[src/rtl/fsk_rx_frame_ctrl_pkg.sv]
// rtl/fsk_rx_frame_ctrl_pkg.sv - shared types and defaults for the FSK receive framer
package fsk_rx_pkg;

  typedef enum logic {
    HUNT    = 1'b0,
    COLLECT = 1'b1
  } state_t;

  localparam int         SYNC_LEN_DEF  = 8;
  localparam logic [7:0] SYNC_WORD_DEF = 8'b1010_1101;
  localparam int         CW_LEN_DEF    = 7;
  localparam int         NWORDS_DEF    = 4;
  localparam int         TIMEOUT_DEF   = 255;

  // Counter width able to hold 0..n-1, never narrower than one bit.
  function automatic int cnt_w(input int n);
    return (n < 2) ? 1 : $clog2(n);
  endfunction

endpackage

[src/rtl/fsk_rx_frame_ctrl_sync_detect.sv]
// rtl/fsk_rx_frame_ctrl_sync_detect.sv - sliding sync-word detector on the strobed bit stream
module fsk_sync_detect
  import fsk_rx_pkg::*;
#(
  parameter int                  SYNC_LEN  = SYNC_LEN_DEF,
  parameter logic [SYNC_LEN-1:0] SYNC_WORD = SYNC_WORD_DEF
) (
  input  logic clk,
  input  logic reset,
  input  logic shift_en,
  input  logic clr,
  input  logic bit_in,
  output logic match
);

  // The oldest bit only ever takes part in the compare, so it is never stored.
  logic [SYNC_LEN-2:0] sreg;
  logic [SYNC_LEN-1:0] sreg_upd;

  assign sreg_upd = {sreg, bit_in};
  assign match    = shift_en && (sreg_upd == SYNC_WORD);

  always_ff @(posedge clk or negedge reset) begin
    if (!reset) begin
      sreg <= '0;
    end else if (clr) begin
      sreg <= '0;
    end else if (shift_en) begin
      sreg <= sreg_upd[SYNC_LEN-2:0];
    end
  end

endmodule

[src/rtl/fsk_rx_frame_ctrl.sv]
// rtl/fsk_rx_frame_ctrl.sv - sync hunt, codeword framing and valid/ready holding register
module fsk_rx_frame_ctrl
  import fsk_rx_pkg::*;
#(
  parameter int                  SYNC_LEN  = SYNC_LEN_DEF,
  parameter logic [SYNC_LEN-1:0] SYNC_WORD = SYNC_WORD_DEF,
  parameter int                  CW_LEN    = CW_LEN_DEF,
  parameter int                  NWORDS    = NWORDS_DEF,
  parameter int                  TIMEOUT   = TIMEOUT_DEF
) (
  input  logic              clk,
  input  logic              reset,
  input  logic              enable,
  input  logic              bit_in,
  input  logic              bit_strobe,
  output logic [CW_LEN-1:0] cw_data,
  output logic              cw_valid,
  input  logic              cw_ready,
  output logic              frame_active,
  output logic              frame_done,
  output logic              frame_err,
  output logic              overflow
);

  localparam int BCW = cnt_w(CW_LEN);
  localparam int WCW = cnt_w(NWORDS);
  localparam int TCW = cnt_w(TIMEOUT);
  localparam logic [BCW-1:0] BIT_LAST  = BCW'(CW_LEN - 1);
  localparam logic [WCW-1:0] WORD_LAST = WCW'(NWORDS - 1);
  localparam logic [TCW-1:0] TMO_LAST  = TCW'(TIMEOUT - 1);

  state_t            state, state_next;
  logic [BCW-1:0]    bit_cnt;
  logic [WCW-1:0]    word_cnt;
  logic [TCW-1:0]    tmo_cnt;
  logic [CW_LEN-2:0] word_sr;
  logic [CW_LEN-1:0] word_full;

  logic in_collect, strobe_en, take_bit, word_end, last_word;
  logic hold_free, load, timeout_hit;
  logic sync_shift, sync_clr, sync_match;

  assign in_collect  = (state == COLLECT);
  assign strobe_en   = enable & bit_strobe;
  assign take_bit    = in_collect & strobe_en;
  assign word_full   = {word_sr, bit_in};
  assign word_end    = take_bit & (bit_cnt == BIT_LAST);
  assign last_word   = word_end & (word_cnt == WORD_LAST);
  assign hold_free   = ~cw_valid | cw_ready;
  assign load        = word_end & hold_free;
  // tmo_cnt holds idle cycles already elapsed; this cycle would be the TIMEOUT-th.
  assign timeout_hit = in_collect & enable & ~bit_strobe & (tmo_cnt == TMO_LAST);
  assign sync_shift  = ~in_collect & strobe_en;
  assign sync_clr    = ~enable | last_word;

  assign frame_active = in_collect;

  fsk_sync_detect #(
    .SYNC_LEN  (SYNC_LEN),
    .SYNC_WORD (SYNC_WORD)
  ) u_sync (
    .clk      (clk),
    .reset    (reset),
    .shift_en (sync_shift),
    .clr      (sync_clr),
    .bit_in   (bit_in),
    .match    (sync_match)
  );

  always_ff @(posedge clk or negedge reset) begin
    if (!reset) state <= HUNT;
    else        state <= state_next;
  end

  always_comb begin
    state_next = state;
    if (!enable) begin
      state_next = HUNT;
    end else begin
      case (state)
        HUNT:    if (sync_match) state_next = COLLECT;
        COLLECT: if (last_word || timeout_hit) state_next = HUNT;
        default: state_next = HUNT;
      endcase
    end
  end

  always_ff @(posedge clk or negedge reset) begin
    if (!reset) begin
      bit_cnt  <= '0;
      word_cnt <= '0;
      tmo_cnt  <= '0;
      word_sr  <= '0;
    end else begin
      if (!in_collect || !enable || timeout_hit || word_end) bit_cnt <= '0;
      else if (take_bit)                                    bit_cnt <= bit_cnt + 1'b1;

      if (!in_collect || !enable || timeout_hit || last_word) word_cnt <= '0;
      else if (word_end)                                     word_cnt <= word_cnt + 1'b1;

      if (!in_collect || !enable || bit_strobe || timeout_hit) tmo_cnt <= '0;
      else                                                     tmo_cnt <= tmo_cnt + 1'b1;

      if (take_bit) word_sr <= word_full[CW_LEN-2:0];
    end
  end

  // Holding register keeps handshaking regardless of enable or FSM state.
  always_ff @(posedge clk or negedge reset) begin
    if (!reset) begin
      cw_data    <= '0;
      cw_valid   <= 1'b0;
      frame_done <= 1'b0;
      frame_err  <= 1'b0;
      overflow   <= 1'b0;
    end else begin
      if (load) begin
        cw_data  <= word_full;
        cw_valid <= 1'b1;
      end else if (cw_valid && cw_ready) begin
        cw_valid <= 1'b0;
      end
      frame_done <= last_word;
      frame_err  <= timeout_hit;
      overflow   <= word_end & ~hold_free;
    end
  end

endmodule

[config.mk]
export PLATFORM = sky130hd
export DESIGN_NAME = fsk_rx_frame_ctrl
export DESIGN_NICKNAME = d
export VERILOG_FILES = /design/src/rtl/fsk_rx_frame_ctrl_pkg.sv /design/src/rtl/fsk_rx_frame_ctrl_sync_detect.sv /design/src/rtl/fsk_rx_frame_ctrl.sv
export SDC_FILE = /design/constraint.sdc
export NUM_CORES = 1
export LEC_CHECK = 0
export ABC_AREA = 1
export CAP_MARGIN = 10
export CORE_UTILIZATION = 50
export DETAILED_ROUTE_END_ITERATION = 8
export PLACE_DENSITY = 0.73
export SLEW_MARGIN = 10
export SYNTH_ARGS = -nofsm -noshare
export SYNTH_HDL_FRONTEND = slang
export SYNTH_HIERARCHICAL = 1
export SYNTH_SLANG_ARGS = --single-unit
[constraint.sdc]
create_clock -name clk -period 1.8 [get_ports clk]
set_clock_uncertainty 0.2 [all_clocks]
set_input_delay 0.54 -clock clk [delete_from_list [all_inputs] [get_ports clk]]
set_output_delay 0.54 -clock clk [all_outputs]
set_load 0.01 [all_outputs]
==> results <==
## stage by stage
step	instance area (um2)	utilization, %	instances
2_1_floorplan	1710	-	185
3_3_place_gp	2040	64.8	262
3_5_place_dp	2040	64.8	262
4_1_cts	2120	67.3	271
5_1_grt	2160	68.6	273
6_report	2160	68.6	273
## routing by layer
metal | vias to the layer above | track usage [%] | wire length (um)
met2 | 21 | 38.9 | 1680
met5 | - | 0 | 0
met4 | 0 | 10.4 | 15
li1 | 661 | - | -
met3 | 2 | 4.90 | 134
met1 | 637 | 24.0 | 1390
## what timing repair did
| action | in CTS | in global routing |
|---|---|---|
| buffers inserted | 1 | 2 |
| endpoints found under the setup margin | 15 | 15 |
| pin swaps | 0 | 3 |
| gates resized for setup | 16 | 12 |
## flip-flops by register name, summed over array words and instances (netlist names)
register,count
tmo_cnt,8
cw_data,7
u_sync/sreg,7
word_sr,6
bit_cnt,3
word_cnt,2
cw_valid,1
frame_active,1
frame_done,1
frame_err,1
overflow,1
## power by group
| group | total (mW) | internal, mW | switching, mW |
|---|---|---|---|
| logic | 0.0642 | 0.0257 | 0.0385 |
| clock network | 0.550 | 0.267 | 0.283 |
| registers | 0.858 | 0.856 | 0.00216 |
| total | 1.47 | 1.15 | 0.323 |
## cell type report
cell class / count / area [um2]
well taps: 44 / 55.1
inverters: 26 / 98.8
multi-input cells: 118 / 646
repair buffers: 39 / 334
fillers: 271 / 990
flip-flops and latches: 38 / 951
clock buffers: 8 / 78.8
## worst paths after layout
kind	to	cells past startpoint
setup / recovery	cw_data[2]	1
setup reg to reg	u_sync/sreg[2]	10
min in group clk	tmo_cnt[0]	1
max in group asynchronous	word_sr[0]	2
hold / removal	bit_cnt[1]	2
hold reg to reg	tmo_cnt[0]	1
## synth_stat cells (3+ instances only)
library cell,count
sky130_fd_sc_hd__nand2_1,39
sky130_fd_sc_hd__dfrtp_1,38
sky130_fd_sc_hd__inv_1,22
sky130_fd_sc_hd__nor2_1,20
sky130_fd_sc_hd__nand3_1,18
sky130_fd_sc_hd__o21ai_0,8
sky130_fd_sc_hd__o21ai_2,7
sky130_fd_sc_hd__ha_1,5
sky130_fd_sc_hd__xor2_1,4
sky130_fd_sc_hd__inv_2,3
sky130_fd_sc_hd__o21ai_1,3
## cell usage in the layout, fill, tap and decap left out, drive strengths merged, types with 4 or more instances in the layout
cell type,count
nand2,42
o21ai,18
ha,5
inv,25
xor2,4
clkdlybuf4s15,8
buf,23
nand3,18
clkbuf,8
nor2,23
dlygate4sd2,4
dfrtp,38
## logic make-up after synthesis
family                     count (synthesis)
and+or+nand+nor                           87
DFF                                       38
buffers and inverters                     29
AOI/OAI and AO/OA                         20
xor gates and xnor gates                   6
adders and majority gates                  5
==> reports/results.txt <==
For the total I/O pin count, the log shows 18. The tools report the nature of the critical path endpoint as an output port. The H-tree depth was 2; the largest fanout on the critical path was 2. The logs give 21.6% for the global-route total usage across every layer and 196 for the total nets after synthesis. After Yosys synthesis, and, or, nand and nor cells account for 22.8% of the synthesized area. The flow ran to the end, and the final reports show no timing, DRC or antenna violations. Summed over all layers, the routed wires come to 3.22 mm. The startpoint class of the critical path was a flip-flop. Final count of negative-setup-slack endpoints: 0. Yosys mapped a number of flops with a built-in enable equal to 0. The number of buffers inserted during clock tree synthesis was 5. The logs give 23 for the count of unique library cells instantiated by Yosys and 4 for the length of the first detailed-routing pass in iterations. The count of inserted antenna diode cells was 0; the tightest slew margin relative to the limit was 68.8%. Static timing analysis puts the maximum clock frequency at 0.569 GHz. For this design, the slowest cell found on the critical path is sky130_fd_sc_hd__dfrtp_1. The longest clock path from root to sink contains 2 buffers. For the arrival time of the worst setup path, the log shows 1.02 ns. The clock drives 38 sinks.

The synthesized-area fraction occupied by adder cells was 3.66%. In this run, the number of DRC markers left after iteration 0 of detailed routing was 61. On the worst path, the slowest cell contributes a delay of 0.39 ns. Required time reported for the critical path endpoint: 1.06 ns. Synthesis inferred 38 register bits. Routability-driven placement finished with a final weighted congestion of 0.797. Summed over all layers, the global routing overflow is 0. The tool flagged a number of max-cap violations equal to 0. The area of the die was 0.00366 mm2; the pre-CTS worst setup slack was -0.405 ns.

The Yosys step of the flow raised 6 warnings. The wire-length estimate of the detail-placed layout is 2.35 mm. Startpoint of the worst-slack reg-to-reg timing path: bit_cnt[0]. In this run the remaining antenna-violating nets after routing total 0.

The predominant post-synthesis flop cell is sky130_fd_sc_hd__dfrtp_1. The number of buffers inserted by port buffering is 17, and the clock-pin transition on the worst setup and hold timing paths is 0.12 ns. TritonCTS built the clock tree.

The number of buffers added to fix hold violations after cts came out at 0. The routed length per placed instance was 11.8 um. The analysis attributes to cell leakage a power of 1.13 nW. Each instance of the synthesized netlist takes up on average 9.24 um2. The floorplan has 20 rows.

The xor-xnor portion of the synthesized cell area came out at 3.07%. For this run, design rule violations remaining after detail routing come to 0. Compared with the post-synthesis result, the final layout area differs by 26.6%.

The worst path in the final design needs a cycle of 1.76 ns, including I/O delays and setup. Summed over all instances, the cell type with the most area after synthesis is sky130_fd_sc_hd__dfrtp_1. The area of the core was 0.00315 mm2.

The horizontal extent of the die was 60.5 um; the minimum setup slack among reg-to-reg paths was 0.11 ns. Number of pins exceeding their max-slew limit in the final report: 0. The net count of the finished layout is 239. The via count of the first global-routing pass was 1385; the multiplexer share of the synthesized area was 0%. For the wire length of the first global-routing pass, the log shows 5.71 mm.

Power comes to 1.47 mW. The initial antenna violation count came out at 0. Setup repair after global routing left no endpoint under its margin. After synthesis, the largest family of logic cells by area is simple AND/OR/NAND/NOR gates. The final-layout worst hold slack came out at 0.00466 ns.

Number of buffers and inverters on the critical path: 1. In the synthesized netlist the async set-or-reset flop fraction comes to 100%. At the pin with the least slew margin, the transition time is 0.468 ns. The min-delay analysis places its worst path in the category primary input to async pin. The signal on the critical path passes through dlygate4sd2_1.

The initial standard-cell utilization of the core is 54.2%. The sequential area share after synthesis is 55.6%, and the final worst setup slack is 0.0434 ns. The critical path is of the flip-flop to output port type.

Synthesis produced a netlist whose cell count is 185. In this run the biggest area consumer among cell types represents 55.6% of the synthesized area. The run gives 0.00171 mm2 as the area of the mapped netlist. The via total after detailed routing is 1321. The tools report the root buffer cell as sky130_fd_sc_hd__clkbuf_4. Worst supply voltage drop on vdd: 0.000628 V. By area the synthesized netlist is led by sky130_fd_sc_hd__dfrtp_1, sky130_fd_sc_hd__nand2_1, sky130_fd_sc_hd__nand3_1. The floorplan step set the die height to 60.5 um.

The power density over the cells is 681 mW/mm2, and the proportion of layout cells with a drive suffix above 1 is 23.1%. Dividing the final minimum period by the clock period gives 97.6%. Summing the areas of all compound-gate instances in the mapped netlist gives 7.39% of the synthesized area. Category of cells accounting for the largest share of critical-path delay: flip-flops.

The beginning of the critical path was cw_data[2]. The via-per-instance ratio was 4.84; the aggregate negative setup slack was 0 ns. The run gives 0 as the number of failing hold endpoints at the final stage. The later pin in the worst-skew pair is clocked with a latency of 0.35 ns. Entering global routing, the biggest net connects 39 pins.
Power figures use the tool's default switching activity.
